## src/rtl/keypad_pkg.sv

```systemverilog
// Shared definitions for the 4x4 keypad encoder: FSM states, key map,
// default timing constants and small decode helpers.
package keypad_pkg;

  // Defaults sized for a 100 MHz clock.
  localparam int unsigned ROW_CYC_DEF    = 1000;      // 10 us row dwell
  localparam int unsigned DEB_CYC_DEF    = 1000000;   // 10 ms debounce
  localparam int unsigned REPEAT_CYC_DEF = 50000000;  // 0.5 s auto-repeat

  typedef enum logic [1:0] {
    SCAN,
    DEB_PRESS,
    PRESSED,
    DEB_REL
  } kp_state_t;

  // Hex code per key, indexed {row, col}.
  localparam logic [3:0] KEY_MAP [16] = '{
    4'h1, 4'h2, 4'h3, 4'hA,
    4'h4, 4'h5, 4'h6, 4'hB,
    4'h7, 4'h8, 4'h9, 4'hC,
    4'h0, 4'hF, 4'hE, 4'hD
  };

  // Index of the lowest-numbered low (pressed) column.
  function automatic logic [1:0] lowest_low_col(input logic [3:0] cols);
    logic [1:0] idx;
    idx = '0;
    for (int unsigned i = 0; i < 4; i++) begin
      if (!cols[3-i]) idx = 2'(3 - i);
    end
    return idx;
  endfunction

  // One-hot active-low row drive pattern.
  function automatic logic [3:0] row_drive(input logic [1:0] row);
    return ~(4'b0001 << row);
  endfunction

  function automatic logic [3:0] key_lookup(input logic [1:0] row,
                                            input logic [1:0] col);
    return KEY_MAP[{row, col}];
  endfunction

endpackage

```

## src/rtl/sync_2ff.sv

```systemverilog
// Width-parameterized two-flop synchronizer; resets to all-ones so that
// active-low inputs read as idle while in reset.
module sync_2ff #(
  parameter int unsigned WIDTH = 1
) (
  input  logic             i_clk,
  input  logic             i_rstn,
  input  logic [WIDTH-1:0] i_d,
  output logic [WIDTH-1:0] o_q
);

  logic [WIDTH-1:0] r_meta;
  logic [WIDTH-1:0] r_sync;

  // Two-stage capture of the asynchronous input.
  always_ff @(posedge i_clk or negedge i_rstn) begin
    if (!i_rstn) begin
      r_meta <= '1;
      r_sync <= '1;
    end else begin
      r_meta <= i_d;
      r_sync <= r_meta;
    end
  end

  assign o_q = r_sync;

endmodule

```

## src/rtl/keypad_encoder_4x4.sv

```systemverilog
// 4x4 matrix keypad scanner, debouncer and hex encoder.
// Rows are driven one-hot active-low; columns are read active-low.
// Optional auto-repeat of key_valid while a key stays pressed is enabled
// by defining KEYPAD_REPEAT_EN.
module keypad_encoder_4x4
  import keypad_pkg::*;
#(
  parameter int unsigned ROW_CYC    = ROW_CYC_DEF,
  parameter int unsigned DEB_CYC    = DEB_CYC_DEF,
  parameter int unsigned REPEAT_CYC = REPEAT_CYC_DEF
) (
  input  logic       clk,
  input  logic       rstn,
  input  logic [3:0] col_n,
  output logic [3:0] row_n,
  output logic [3:0] key_code,
  output logic       key_valid,
  output logic       key_held
);

  localparam int unsigned ROW_W = (ROW_CYC > 1) ? $clog2(ROW_CYC) : 1;
  localparam int unsigned DEB_W = (DEB_CYC > 1) ? $clog2(DEB_CYC) : 1;
  localparam logic [ROW_W-1:0] ROW_LAST = ROW_W'(ROW_CYC - 1);
  localparam logic [DEB_W-1:0] DEB_LAST = DEB_W'(DEB_CYC - 1);

  // Elaboration-time parameter sanity checks.
  if (ROW_CYC < 4) begin : g_bad_row_cyc
    $error("keypad_encoder_4x4: ROW_CYC must be >= 4");
  end
  if (DEB_CYC < 2) begin : g_bad_deb_cyc
    $error("keypad_encoder_4x4: DEB_CYC must be >= 2");
  end
  if (REPEAT_CYC < 2) begin : g_bad_rep_cyc
    $error("keypad_encoder_4x4: REPEAT_CYC must be >= 2");
  end

  logic [3:0]       w_col_s;
  logic             w_col_bit;

  kp_state_t        r_state;
  logic [1:0]       r_row;
  logic [1:0]       r_col;
  logic [3:0]       r_row_n;
  logic [ROW_W-1:0] r_dwell;
  logic [DEB_W-1:0] r_deb;
  logic [3:0]       r_code;
  logic             r_valid;
  logic             r_held;

`ifdef KEYPAD_REPEAT_EN
  localparam int unsigned REP_W = (REPEAT_CYC > 1) ? $clog2(REPEAT_CYC) : 1;
  localparam logic [REP_W-1:0] REP_LAST = REP_W'(REPEAT_CYC - 1);
  logic [REP_W-1:0] r_rep;
`endif

  sync_2ff #(
    .WIDTH(4)
  ) u_col_sync (
    .i_clk  (clk),
    .i_rstn (rstn),
    .i_d    (col_n),
    .o_q    (w_col_s)
  );

  // Level of the latched column; only meaningful outside SCAN.
  assign w_col_bit = w_col_s[r_col];

  // Scan / debounce FSM with registered outputs.
  always_ff @(posedge clk or negedge rstn) begin
    if (!rstn) begin
      r_state <= SCAN;
      r_row   <= '0;
      r_col   <= '0;
      r_row_n <= 4'b1110;
      r_dwell <= '0;
      r_deb   <= '0;
      r_code  <= '0;
      r_valid <= 1'b0;
      r_held  <= 1'b0;
`ifdef KEYPAD_REPEAT_EN
      r_rep   <= '0;
`endif
    end else begin
      r_valid <= 1'b0;
      unique case (r_state)
        SCAN: begin
          if (r_dwell == ROW_LAST) begin
            r_dwell <= '0;
            if (w_col_s != 4'hF) begin
              // Row drive stays frozen on the current row from here on.
              r_col   <= lowest_low_col(w_col_s);
              r_deb   <= '0;
              r_state <= DEB_PRESS;
            end else begin
              r_row   <= r_row + 2'd1;
              r_row_n <= row_drive(r_row + 2'd1);
            end
          end else begin
            r_dwell <= r_dwell + 1'b1;
          end
        end

        DEB_PRESS: begin
          if (w_col_bit) begin
            r_row   <= r_row + 2'd1;
            r_row_n <= row_drive(r_row + 2'd1);
            r_dwell <= '0;
            r_state <= SCAN;
          end else if (r_deb == DEB_LAST) begin
            r_code  <= key_lookup(r_row, r_col);
            r_valid <= 1'b1;
            r_held  <= 1'b1;
            r_state <= PRESSED;
`ifdef KEYPAD_REPEAT_EN
            r_rep   <= '0;
`endif
          end else begin
            r_deb <= r_deb + 1'b1;
          end
        end

        PRESSED: begin
          if (w_col_bit) begin
            r_deb   <= '0;
            r_state <= DEB_REL;
          end
`ifdef KEYPAD_REPEAT_EN
          else if (r_rep == REP_LAST) begin
            r_rep   <= '0;
            r_valid <= 1'b1;
          end else begin
            r_rep <= r_rep + 1'b1;
          end
`endif
        end

        DEB_REL: begin
          if (!w_col_bit) begin
            r_state <= PRESSED;
`ifdef KEYPAD_REPEAT_EN
            r_rep   <= '0;
`endif
          end else if (r_deb == DEB_LAST) begin
            r_held  <= 1'b0;
            r_row   <= r_row + 2'd1;
            r_row_n <= row_drive(r_row + 2'd1);
            r_dwell <= '0;
            r_state <= SCAN;
          end else begin
            r_deb <= r_deb + 1'b1;
          end
        end

        default: begin
          r_state <= SCAN;
        end
      endcase
    end
  end

  assign row_n     = r_row_n;
  assign key_code  = r_code;
  assign key_valid = r_valid;
  assign key_held  = r_held;

endmodule

```

## config.mk

```make
export PLATFORM = sky130hd
export DESIGN_NAME = keypad_encoder_4x4
export DESIGN_NICKNAME = d
export VERILOG_FILES = /design/src/rtl/keypad_pkg.sv /design/src/rtl/sync_2ff.sv /design/src/rtl/keypad_encoder_4x4.sv
export SDC_FILE = /design/constraint.sdc
export NUM_CORES = 1
export LEC_CHECK = 0
export BUFFER_PORTS_ARGS = -buffer_cell sky130_fd_sc_hd__buf_2
export CAP_MARGIN = 40
export CORE_MARGIN = 2
export CORE_UTILIZATION = 50
export CTS_BUF_LIST = sky130_fd_sc_hd__clkbuf_4 sky130_fd_sc_hd__clkbuf_8 sky130_fd_sc_hd__clkbuf_16
export DETAILED_ROUTE_END_ITERATION = 10
export PLACE_DENSITY = 0.73
export SLEW_MARGIN = 20
export SYNTH_ARGS = -nofsm -noshare
export SYNTH_HDL_FRONTEND = slang
export SYNTH_SLANG_ARGS = --single-unit
```

## constraint.sdc

```tcl
create_clock -name clk -period 2.5 [get_ports clk]
set_clock_uncertainty 0.1 [all_clocks]
set_input_delay 0.375 -clock clk [delete_from_list [all_inputs] [get_ports clk]]
set_output_delay 0.375 -clock clk [all_outputs]
set_load 0.02 [all_outputs]
```

==> flow_metrics.env, run 1 <==
export IMPL_status="finished clean"
export IMPL_core_sq_um=5960
export IMPL_fillers=533
export IMPL_grt_max_degree=29
export IMPL_hold_class="in2reg"
export IMPL_maxSlewViolCount=0
export IMPL_synth_commonest_cells="43 x dfrtp_1, 42 x nand2_1, 23 x mux2i_1, 18 x nand2b_1, 16 x inv_1"
export IMPL_rows=28
export IMPL_power_leakage_uw=0.00149
export IMPL_yosys_area_top_type="dfrtp_1"
export IMPL_die_h_um=82.5
export IMPL_setup_worst_path_start_class="flip-flop"
export IMPL_cts_sinks=54
export IMPL_relSlewSlack=0.563
export IMPL_start_util=0.517
export IMPL_regArea_sq_um=1370
export IMPL_nNetsFinal=343
export IMPL_grt_overflow=0
export IMPL_ys_warn_count=0
export IMPL_tns_ns=0
export IMPL_setup_slack_ns=0.196
export IMPL_area_growth_pct=11.2
export IMPL_antenna_found_initial=0
export IMPL_fmax_ghz=0.434
export IMPL_rsz0062_at_grt="false"
export IMPL_cap_viol_max_count=0
export IMPL_synthesis_area_sq_um=3080
export IMPL_yosys_top_cells_area="dfrtp_1 35%, dfstp_2 9.4%, mux2i_1 7.5%"
export IMPL_power_per_cell_area_nw_per_um2=422
export IMPL_cts_tree="yes"
export IMPL_first_pass_iters=5
export IMPL_cts_root_buf="clkbuf_8"
export IMPL_ys_flop_type="dfrtp_1"
export IMPL_setup_viol=0
export IMPL_num_vias=2304
export IMPL_diodes=0
export IMPL_drive_gt1_frac=0.219
export IMPL_synth_seq_cells=54
export IMPL_cts_buffers=5
export IMPL_clock_latency_ns=0.31
export IMPL_viasPerCell=5.70
export IMPL_routed_wl_um=5960
export IMPL_hpwl_um=4320
export IMPL_min_period_over_period=0.921
export IMPL_clockBufferDepth=2
export IMPL_io_pins=16
export IMPL_synthArstFlopShare=1.00
export IMPL_drtAntennaViolNets=0
export IMPL_yosysMostFrequentCell="dfrtp_1"
export IMPL_ys_seq_area_frac=0.443
export IMPL_dieWidth_um=82.5
export IMPL_ir_drop_uv=243
export IMPL_yosysTopAreaCellShare=0.349
export IMPL_cp_max_fo=14
export IMPL_worst_pin_slew_ns=0.656
export IMPL_critPathKind="reg2reg"
export IMPL_synth_nets=316
export IMPL_place_congestion=0.873
export IMPL_synthCells=301
export IMPL_htreeDepth=2
export IMPL_grt_pass1_wl_um=10400
export IMPL_fin_crit_ns=2.30
export IMPL_grt_use_total=0.200
export IMPL_grt_pass1_vias=2252
export IMPL_synth_edff_count=0
export IMPL_ys_types=53
export IMPL_end_kind="flip-flop"
export IMPL_io_buffers=15
export IMPL_clk_pin_slew_ns=0.10
export IMPL_postSynthAreaPerCell_sq_um=10.2
export IMPL_hold_violations=0
export IMPL_die_area_sq_um=6810
export IMPL_arrival_ns=2.45
export IMPL_multi_input_area_sq_um=1590
export IMPL_dp_slack_ns=0.160
export IMPL_drt_initial_drc_count=126
export IMPL_wire_per_inst_um=14.8
export IMPL_worstPathRequired_ns=2.65
export IMPL_drc=0
==> per-layer routing <==
metal / share of wire / up-vias / track usage
li1: - / 1127 / -
met1: 0.45 / 1138 / 0.259
met2: 0.51 / 32 / 0.339
met3: 0.029 / 7 / 0.0413
met4: 0.0094 / 0 / 0.0590
met5: 0 / - / 0
==> cells in the final DEF, fill, tap and decap left out, types with 2 or more instances in the layout <==
cell type  instances
a2111oi_2          5
a211oi_2           8
a21oi_1            5
a22o_1             5
a31oi_1            7
and2_1             2
and3_1             4
and4_1             2
buf_2             15
buf_4             16
clkbuf_8           5
dfrtp_1           43
dfstp_2           11
ha_1               9
inv_1             16
mux2_1             4
mux2_2             2
mux2i_1           23
nand2_1           42
nand2b_1          18
nand3_1           13
nand4_1            8
nor2_1             9
nor3_1             4
nor4b_1            3
o21ai_0            8
o21ai_1            6
o31ai_1            2
or3_1              2
xnor2_1            6
==> per-stage QoR <==
step | area, sq um | total power (uW) | hold slack, ns | utilization | instances
CTS | 3420 | 1470 | 0.0370 | 0.574 | 404
floorplan | 3080 | 922 | -0.0206 | - | 301
detailed placement | 3320 | 951 | 0.247 | 0.557 | 395
global route | 3430 | 1510 | 0.0271 | 0.576 | 404
global placement | 3320 | 950 | 0.246 | 0.557 | 395
finish | 3430 | 1450 | 0.0463 | 0.576 | 404
==> repair_timing <==
action | 4_1_cts | 5_1_grt
setup endpoints to repair | 0 | 2
hold buffers | 1 | 0
endpoints found under the hold margin | 11 | 0
resized for setup | 0 | 1
buffers inserted | 0 | 0
==> path summary, 6_finish.rpt <==
check / from / endpoint / slack, ns / cells after the start
max in group asynchronous: rstn / u_col_sync.o_q[3] / 1.15 / 3
min in group asynchronous: rstn / key_code[1] / 0.51 / 2
max: r_col[0] / r_deb[7] / 0.20 / 5
min: col_n[0] / u_col_sync.r_meta[0] / 0.05 / 1
min reg2reg: u_col_sync.r_meta[0] / u_col_sync.o_q[0] / 0.26 / 0
max reg2reg: r_col[0] / r_deb[7] / 0.20 / 5
==> cell families (layout without fill, tap and decap cells) <==
kind of cell    count (synthesis)  in the layout  synth area share
compound gates                 57             57             0.153
xor+xnor                        7              7            0.0260
fa+ha+maj                       9              9            0.0365
buf+inv                        29             57            0.0434
flops                          54             54             0.443
mux                            30             30             0.104
simple gates                  115            115             0.194
==> where the power goes <==
part           switching [uW]  total, uW  internal [uW]
clock                     309        512            203
sequential               5.00        890            885
combinational            30.3       44.7           14.4
==> state kept, by name, summed over array words and instances (netlist names), named ones only <==
| name | cells |
|---|---|
| key_valid | 1 |
| r_col | 2 |
| r_state | 1 |
| r_row | 2 |
| r_dwell | 10 |
| u_col_sync.o_q | 4 |
| key_code | 4 |
| r_deb | 20 |
| key_held | 1 |
| row_n | 4 |
| u_col_sync.r_meta | 4 |
==> final cells by class <==
cell class | count | area share
flip-flops and latches | 54 | 0.398
clock buffers | 5 | 0.0201
repair buffers | 33 | 0.0657
inverters | 16 | 0.0175
clock inverters | 3 | 0.00730
multi-input cells | 218 | 0.464
well taps | 75 | 0.0274
==> worst max-delay path, cell delays in order, from the launching register on <==
cell and delay, ns:
dfrtp_1 0.38, mux4_2 0.60, xnor2_4 0.26, o21ai_4 0.21, a2111oi_2 0.46, mux2i_1 0.22
(Power assumes the default switching activity.)
==> inputs of run 2 (changes only) <==
--- a/config.mk
+++ b/config.mk
@@ -7,10 +7,12 @@
 export LEC_CHECK = 0
 export BUFFER_PORTS_ARGS = -buffer_cell sky130_fd_sc_hd__buf_2
 export CAP_MARGIN = 40
+export CORE_ASPECT_RATIO = 0.75
 export CORE_MARGIN = 2
 export CORE_UTILIZATION = 50
 export CTS_BUF_LIST = sky130_fd_sc_hd__clkbuf_4 sky130_fd_sc_hd__clkbuf_8 sky130_fd_sc_hd__clkbuf_16
 export DETAILED_ROUTE_END_ITERATION = 10
+export GPL_TIMING_DRIVEN = 0
 export PLACE_DENSITY = 0.73
 export SLEW_MARGIN = 20
 export SYNTH_ARGS = -nofsm -noshare
==> flow_metrics.env, run 2 (synthesis results as in run 1) <==
export IMPL_holdWs_ns=-0.0216
export IMPL_nNetsFinal=340
export IMPL_dieWidth_um=94.7
export IMPL_diodes=0
export IMPL_drtAntennaViolNets=0
export IMPL_area_growth_pct=13.3
export IMPL_final_cell_mix="43 x dfrtp_1, 42 x nand2_1, 23 x mux2i_1"
export IMPL_num_vias=2315
export IMPL_placed_area_sq_um=3260
export IMPL_cp_max_fo=10
export IMPL_p_seq_frac=0.610
export IMPL_rr_endpoint="r_deb[19]"
export IMPL_relSlewSlack=0.491
export IMPL_core_sq_um=5890
export IMPL_worst_pin_slew_ns=0.763
export IMPL_min_period_over_period=0.965
export IMPL_cts_sinks=54
export IMPL_hold_class="in2async"
export IMPL_rows=24
export IMPL_critPathKind="reg2reg"
export IMPL_antenna_found_initial=0
export IMPL_grt_overflow=0
export IMPL_timing_rr_start="r_col[0]"
export IMPL_drc=0
export IMPL_cp_startpoint="r_col[0]"
export IMPL_violations="negative hold slack"
export IMPL_die_area_sq_um=6810
export IMPL_clockBufferDepth=2
export IMPL_reg2regPathDepth=7
export IMPL_ir_drop_uv=298
export IMPL_drive_gt1_frac=0.218
export IMPL_grt_max_degree=55
export IMPL_cts_buffers=5
export IMPL_setup_viol=0
export IMPL_viasPerCell=5.73
export IMPL_p_int_uw=1130
export IMPL_hpwl_um=4330
export IMPL_worstPathRequired_ns=2.63
export IMPL_stdcell_area_sq_um=3490
export IMPL_arrival_ns=2.54
export IMPL_drt_initial_drc_count=254
export IMPL_start_util=0.524
export IMPL_fin_crit_ns=2.41
export IMPL_hold_violations=11
export IMPL_clock_latency_ns=0.32
export IMPL_clk_pin_slew_ns=0.10
export IMPL_p_comb_frac=0.031
export IMPL_power_per_cell_area_nw_per_um2=418
export IMPL_grt_use_total=0.198
export IMPL_setup_worst_path_start_class="flip-flop"
export IMPL_first_pass_iters=4
export IMPL_finalPower_uw=1460
export IMPL_routed_wl_um=6260
export IMPL_pwr_share_clk=0.359
export IMPL_power_leakage_uw=0.00147
export IMPL_cap_viol_max_count=0
export IMPL_htreeDepth=2
export IMPL_reg2reg_slack_ns=0.09
export IMPL_cts_tree="yes"
export IMPL_crit_path_end="r_deb[19]"
export IMPL_end_kind="flip-flop"
export IMPL_grt_pass1_vias=2101
export IMPL_switchingPower_uw=326
export IMPL_hold_buffers=0
export IMPL_wire_per_inst_um=15.5
export IMPL_final_common_cell="dfrtp_1"
export IMPL_io_pins=16
export IMPL_netSwitchingFraction=0.223
export IMPL_place_congestion=0.935
export IMPL_largestRegisters="r_deb x20, r_dwell x10"
export IMPL_cts_root_buf="clkbuf_8"
export IMPL_largest_reg_flops=20
export IMPL_maxSlewViolCount=0
export IMPL_status="finished, violations left"
export IMPL_io_buffers=15
export IMPL_fmax_ghz=0.415
export IMPL_die_h_um=72.0
export IMPL_regMostFlops="r_deb"
export IMPL_grt_pass1_wl_um=10500
-- run 2: power by group through the flow --
stage / clock network, uW / logic, uW / registers (uW)
5_1_grt: 587 / 50.5 / 891
4_1_cts: 535 / 42.3 / 890
3_5_place_dp: 0 / 42.3 / 906
6_report: 524 / 44.8 / 890
2_1_floorplan: 0 / 17.0 / 905
3_3_place_gp: 0 / 41.3 / 906
-- run 2: through the flow --
stage,setup TNS [ns],std cells,worst slack [ns],util
after floorplan,0,301,0.200,-
after global placement,-1.12,394,-0.117,0.553
after detailed placement,-2.40,394,-0.167,0.553
after CTS,-0.160,403,-0.0386,0.573
after global routing,-0.0346,404,-0.0346,0.593
final,0,404,0.0877,0.593
-- run 2: critical path: stages, from the launching register on --
cell and delay [ns]:
dfrtp_1 0.40, buf_6 0.14, mux4_2 0.61, xnor2_4 0.24, o21ai_4 0.17, buf_6 0.20, a211oi_2 0.25, mux2i_1 0.23
-- run 2: worst min path at each step --
stage | from | to | cells past startpoint
after global routing | col_n[0] | u_col_sync.r_meta[0] | 1
final | rstn | r_dwell[0] | 1
after global placement | u_col_sync.r_meta[3] | u_col_sync.o_q[3] | 0
after CTS | rstn | r_dwell[0] | 1
after floorplan | rstn | async pin | 0
after detailed placement | u_col_sync.r_meta[3] | u_col_sync.o_q[3] | 0
-- run 2: repair_timing --
item | in CTS | in global routing
buffers inserted | 1 | 2
setup endpoints to repair | 26 | 29
cloned | 0 | 0
pin swaps | 1 | 2
resized for setup | 3 | 12
-- run 2: area by class of cell --
class	count	area [sq um]
fillers	514	2390
multi-input cells	218	1700
flip-flops and latches	54	1370
repair buffers	18	100
well taps	78	97.6
clock buffers	7	90.1
plain buffers	12	72.6
inverters	16	60.1
clock inverters	1	5.00
-- run 2: routing by layer --
layer,vias up,global-route usage,wire [um]
met2,50,0.268,2620
met1,1127,0.320,3230
met5,-,0,0
met3,7,0.0384,356
li1,1131,-,-
met4,0,0.0564,60
